### config.mk
export PLATFORM = sky130hd
export DESIGN_NAME = seg7_scanner_flat
export DESIGN_NICKNAME = d
export VERILOG_FILES = /design/src/rtl/seg7_scanner_if.sv /design/src/rtl/seg7_scanner.sv /design/src/flat_wrapper.sv
export SDC_FILE = /design/constraint.sdc
export NUM_CORES = 1
export LEC_CHECK = 0
export ABC_AREA = 0
export CORE_MARGIN = 2
export CORE_UTILIZATION = 50
export CTS_BUF_LIST = sky130_fd_sc_hd__clkbuf_8 sky130_fd_sc_hd__clkbuf_16
export CTS_CLUSTER_SIZE = 30
export DETAILED_ROUTE_END_ITERATION = 8
export DONT_BUFFER_PORTS = 1
export GPL_TIMING_DRIVEN = 0
export PLACE_DENSITY_LB_ADDON = 0.25
export REMOVE_ABC_BUFFERS = 1
export SYNTH_ARGS = -nofsm -noshare
export SYNTH_HDL_FRONTEND = slang
export SYNTH_SLANG_ARGS = --single-unit
### constraint.sdc
create_clock -name clk -period 2 [get_ports clk]
set_input_delay 0.4 -clock clk [delete_from_list [all_inputs] [get_ports clk]]
set_output_delay 0.4 -clock clk [all_outputs]
set_load 0.02 [all_outputs]
### src/rtl/seg7_scanner_if.sv
// Display-side bus of the 7-segment scanner: BCD load port in, pin drive out.
interface seg7_scanner_if #(
   parameter int DIGITS = 4
);
   logic [4*DIGITS-1:0] value_bcd;
   logic                load;
   logic [6:0]          seg;
   logic [DIGITS-1:0]   an;
   logic                frame_done;

   modport master (
      output value_bcd, load,
      input  seg, an, frame_done
   );

   modport slave (
      input  value_bcd, load,
      output seg, an, frame_done
   );
endinterface

### src/rtl/seg7_scanner.sv
// Time-multiplexed common-anode 7-segment driver. Loads are shadowed and
// committed only at the frame boundary so a digit never tears mid-scan.
module seg7_scanner #(
   parameter int DIGITS        = 4,
   parameter int REFRESH_DIV   = 50000,
   parameter int GUARD         = 2,
   parameter int BLANK_LEADING = 1,
   parameter int ACTIVE_LOW    = 1
) (
   input logic           clk,
   input logic           rst,
   seg7_scanner_if.slave bus
);
   localparam int DW = $clog2(REFRESH_DIV);
   localparam int IW = $clog2(DIGITS);
   localparam logic [DW-1:0] DIV_LAST  = DW'(REFRESH_DIV - 1);
   localparam logic [DW-1:0] GUARD_END = DW'(GUARD);
   localparam logic [IW-1:0] IDX_LAST  = IW'(DIGITS - 1);
   localparam logic          POL       = (ACTIVE_LOW != 0);

   logic [DW-1:0]         div_cnt;
   logic [IW-1:0]         idx;
   logic [4*DIGITS-1:0]   pending;
   logic [4*DIGITS-1:0]   active;
   logic                  pend;
   logic                  boundary;
   logic [3:0]            nib;
   logic [DIGITS-1:0]     lz;
   logic [6:0]            seg_int;
   logic [DIGITS-1:0]     an_int;

   function automatic logic [6:0] decode(input logic [3:0] d);
      logic [6:0] s;
      case (d)
         4'h0:    s = 7'h3F;
         4'h1:    s = 7'h06;
         4'h2:    s = 7'h5B;
         4'h3:    s = 7'h4F;
         4'h4:    s = 7'h66;
         4'h5:    s = 7'h6D;
         4'h6:    s = 7'h7D;
         4'h7:    s = 7'h07;
         4'h8:    s = 7'h7F;
         4'h9:    s = 7'h6F;
         4'hA:    s = 7'h40;
         default: s = 7'h00;
      endcase
      return s;
   endfunction

   always_comb begin
      logic zrun;
      boundary = (div_cnt == DIV_LAST) && (idx == IDX_LAST);
      nib      = '0;
      for (int unsigned k = 0; k < DIGITS; k++) begin
         if (idx == IW'(k)) nib = active[4*k +: 4];
      end
      // lz[k]: nibbles k..DIGITS-1 are all zero ('-' counts as nonzero)
      zrun = 1'b1;
      lz   = '0;
      for (int unsigned k = DIGITS; k > 0; k--) begin
         zrun    = zrun & (active[4*(k-1) +: 4] == 4'h0);
         lz[k-1] = zrun;
      end
      seg_int = '0;
      an_int  = '0;
      if (div_cnt >= GUARD_END) begin
         an_int[idx] = 1'b1;
         if (!((BLANK_LEADING != 0) && (idx != '0) && lz[idx])) seg_int = decode(nib);
      end
   end

   always_ff @(posedge clk or posedge rst) begin
      if (rst) begin
         div_cnt        <= '0;
         idx            <= '0;
         pending        <= '0;
         pend           <= 1'b0;
         active         <= '0;
         bus.frame_done <= 1'b0;
         bus.an         <= {DIGITS{POL}};
         bus.seg        <= {7{POL}};
      end else begin
         div_cnt <= (div_cnt == DIV_LAST) ? '0 : div_cnt + 1'b1;
         if (div_cnt == DIV_LAST) idx <= (idx == IDX_LAST) ? '0 : idx + 1'b1;
         // A load landing on the boundary bypasses the shadow register
         if (boundary) begin
            if (bus.load)  active <= bus.value_bcd;
            else if (pend) active <= pending;
            pend <= 1'b0;
         end else if (bus.load) begin
            pending <= bus.value_bcd;
            pend    <= 1'b1;
         end
         bus.frame_done <= boundary;
         bus.an         <= an_int ^ {DIGITS{POL}};
         bus.seg        <= seg_int ^ {7{POL}};
      end
   end
endmodule

### src/flat_wrapper.sv
// flat-port wrapper written by rule: the top's interface ports become plain ports
module seg7_scanner_flat 
#(
   parameter int DIGITS        = 4,
   parameter int REFRESH_DIV   = 50000,
   parameter int GUARD         = 2,
   parameter int BLANK_LEADING = 1,
   parameter int ACTIVE_LOW    = 1
)
  (clk, rst, bus_value_bcd, bus_load, bus_seg, bus_an, bus_frame_done);
  seg7_scanner_if #(.DIGITS(DIGITS)) bus_i ();
  input logic clk;
  input logic rst;
  input wire logic [$bits(bus_i.value_bcd)-1:0] bus_value_bcd;
  input wire logic [$bits(bus_i.load)-1:0] bus_load;
  output wire logic [$bits(bus_i.seg)-1:0] bus_seg;
  output wire logic [$bits(bus_i.an)-1:0] bus_an;
  output wire logic [$bits(bus_i.frame_done)-1:0] bus_frame_done;
  assign bus_i.value_bcd = bus_value_bcd;
  assign bus_i.load = bus_load;
  assign bus_seg = bus_i.seg;
  assign bus_an = bus_i.an;
  assign bus_frame_done = bus_i.frame_done;
  seg7_scanner #(.DIGITS(DIGITS), .REFRESH_DIV(REFRESH_DIV), .GUARD(GUARD), .BLANK_LEADING(BLANK_LEADING), .ACTIVE_LOW(ACTIVE_LOW)) u_core (.clk(clk), .rst(rst), .bus(bus_i));
endmodule
==> results.yml <==
outcome:
  outcome: "finished, violations left"
  violations: "setup timing"
clock_tree:
  path_clk_slew_ns: 0.07
  cts_tree: "yes"
  cts_buffer_depth: 2
  clock_sinks: 63
  cts_hold_buffers: 0
  clkLatencyLatePin_ns: 0.34
  numCtsBuffers: 9
  root_buffer: "clkbuf_8"
  cts_max_level: 3
final_layout:
  nFillCells: 454
  finalNonFillerCells: 384
  finalInstanceArea_um2: 3786
  utilization_pct: 63.95
  nets: 334
  seq_area_um2: 1590
  area_delta_synth_final_pct: 23.21
  layout-drive-gt1-share_pct: 38.51
  antenna_cells: 0
  multi_input_area_um2: 1648
synthesis:
  ys_warn_count: 0
  synth-edff-count: 0
  synth_most_common_cell: "dfrtp_1"
  netlist_area_um2: 3073
  synth_flop_cell: "dfrtp_1"
  ys_seq_elements: 63
  syn_area_per_cell_um2: 11.22
  synth_common_cells: "52 x dfrtp_1, 37 x nor2_1, 24 x a21oi_1"
  synth_top_area_share_pct: 42.35
  synthArstFlopShare_pct: 100.0
  synth.largest_area_cell: "dfrtp_1"
  synth_seq_area_share_pct: 51.75
  synth_top_cells_by_area: "dfrtp_1 42%, dfstp_2 9.4%, mux2i_1 5.2%"
  synthDistinctLibCells: 47
  syn_inst: 274
timing:
  setup_ws_ns: -0.1610
  finalSetupViolCount: 23
  drv_slew: 0
  grt_setup_unrepaired: "true"
  period_needed_ns: 2.161
  worst_slew_pin_slew_ns: 0.6072
  slew_headroom_pct: 59.46
  period_share_pct: 108.1
  finalHoldViolCount: 0
  fmax_ghz: 0.4627
  finClkSkew_ns: 0.007371
pwr:
  ir_worst_vdd_mv: 0.5027
  p_clk_share_pct: 42.6
  sw_frac_of_total_pct: 21.87
  leakage_uw: 0.001751
  power.density_nw_per_um2: 667.6
  power.switching_uw: 552.9
  internal_power_uw: 1975
  pwr-share-seq_pct: 52.4
  combPwrFrac_pct: 5.1
worst_setup_path:
  crit_slowest_cell: "or4_4"
  cp.required_ns: 2.23
  start_kind: "register"
  crit_chain: "or4_4, nor4_4, and3_4, nand2b_4, buf_12, mux2_2"
  crit_family: "simple AND/OR/NAND/NOR gates"
  critPathBufInv: 1
  critPathKind: "reg2reg"
  end_kind: "register"
  crit_fanout: 10
  max_stage_delay_ns: 0.55
  arrival_ns: 2.39
global_routing:
  antenna_found_initial: 0
  grt_max_degree: 37
  grt_overflow: 0
  grt_pass1_wl_mm: 9.735
  grt_pass1_vias: 2007
  grt.total_usage_pct: 19.53
floorplan:
  placementRows: 28
  coreArea_um2: 5921
  die-area_um2: 6789
  start_util_pct: 51.90
  fp.dieH_um: 82.40
  die_w_um: 82.40
  ios: 31
place:
  placed_cells: 340
  gp_congestion: 0.8442
  port_buffers: 0
  postPlaceCellArea_um2: 3108
  hpwl_mm: 3.824
route:
  drcViolationCount: 0
  vias: 2170
  drt-pass1-iter-count: 4
  wl_per_cell_um: 17.51
  ant_nets: 0
  viasPerCell: 5.651
  drt_first_iter_violations: 137
  routed_wl_mm: 6.723
job:
  cap_viol_max_count: 0
worst_hold_path:
  min_path_type: "in2async"
==> state kept, by name (all words and copies together) (netlist names) <==
register               cells
u_core.pending            16
u_core.bus.seg             7
u_core.idx                 2
u_core.div_cnt            16
u_core.pend                1
u_core.bus.frame_done      1
u_core.active             16
u_core.bus.an              4
==> final timing paths <==
check | end | cells past startpoint | startpoint | slack [ns]
max | u_core.pending[14]$_DFFE_PP0P_ | 6 | u_core.div_cnt[13]$_DFF_PP0_ | -0.16
max reg2reg | u_core.pending[14]$_DFFE_PP0P_ | 6 | u_core.div_cnt[13]$_DFF_PP0_ | -0.16
min in group clk | u_core.pending[4]$_DFFE_PP0P_ | 1 | bus_value_bcd[4] | 0.20
min | u_core.pending[4]$_DFFE_PP0P_ | 1 | rst | 0.01
min reg2reg | u_core.div_cnt[13]$_DFF_PP0_ | 1 | u_core.div_cnt[13]$_DFF_PP0_ | 0.50
max in group asynchronous | u_core.bus.an[2]$_DFF_PP1_ | 2 | rst | 1.33
==> kinds of logic after synthesis <==
logic type | share of synthesized area [%]
and+or+nand+nor | 14.50
DFF | 51.75
AOI/OAI and AO/OA | 9.325
muxes | 12.30
buffers and inverters | 3.664
xor gates and xnor gates | 3.990
adders and majority gates | 4.479
==> worst reg2reg max path, stage by stage (launching register included) <==
cell,delay [ns]
dfrtp_1,0.41
or4_4,0.55
nor4_4,0.23
and3_4,0.25
nand2b_4,0.14
buf_12,0.14
mux2_2,0.34
==> area by class of cell <==
type,count,area share (%)
inverter,9,1.024
multi-input combinational,195,43.52
timing repair buffer,26,5.948
tap,75,2.479
sequential,63,42.00
clock inverter,6,1.388
clock buffer,10,3.635
==> layer usage <==
layer	share of wire [%]	GRT usage, %
met2	47	29.19
met4	3.3	11.00
met3	3.7	4.457
met5	0	0
met1	46	26.13
==> cells in the final DEF, fill, tap and decap left out, types with 2 or more instances in the layout <==
master	synthesis	final
a211oi_2	0	3
nor3_1	6	5
mux2i_1	16	16
inv_1	9	6
ha_4	0	7
a21oi_1	24	18
mux2_2	6	3
mux2_4	10	13
xor2_1	9	9
nand4_1	3	3
nand2_1	13	13
a21oi_2	0	6
buf_4	0	21
clkbuf_8	0	10
dfrtp_1	52	52
xnor2_1	5	5
nand3_1	8	7
buf_12	1	2
o22ai_1	3	3
o21ai_1	0	6
clkinv_2	0	3
dfstp_2	11	11
buf_6	1	2
ha_1	11	3
nor4_1	3	3
inv_2	0	4
and4b_4	0	3
nor2_1	37	25
nor2b_1	3	2
nor2_2	0	12
o21ai_0	10	3
==> power groups by stage <==
stage | Combinational (µW) | Sequential, µW | Clock [µW]
after floorplan | 95.5 | 1340 | 0
after global placement | 111 | 1340 | 0
after detailed placement | 117 | 1350 | 0
after CTS | 126 | 1320 | 1100
after global routing | 142 | 1330 | 1150
final | 128 | 1320 | 1080
==> metrics by stage <==
step	total power (µW)	setup slack, ns	TNS (ns)	hold WS, ns
finish	2528	-0.1610	-2.549	0.009735
global route	2621	-0.2125	-4.653	0.05847
CTS	2546	-0.1615	-2.555	0.01347
detailed placement	1463	-0.3280	-7.433	0.3904
global placement	1455	-0.6069	-38.28	0.4636
floorplan	1438	-0.04261	-0.3197	0.4466
==> timing repair <==
action	CTS	global route
setup buffers	8	17
pin swaps	4	13
gates cloned	0	3
gates resized for setup	28	41
endpoints found under the setup margin	39	39
Note: power is estimated with default switching activity, not from simulation.
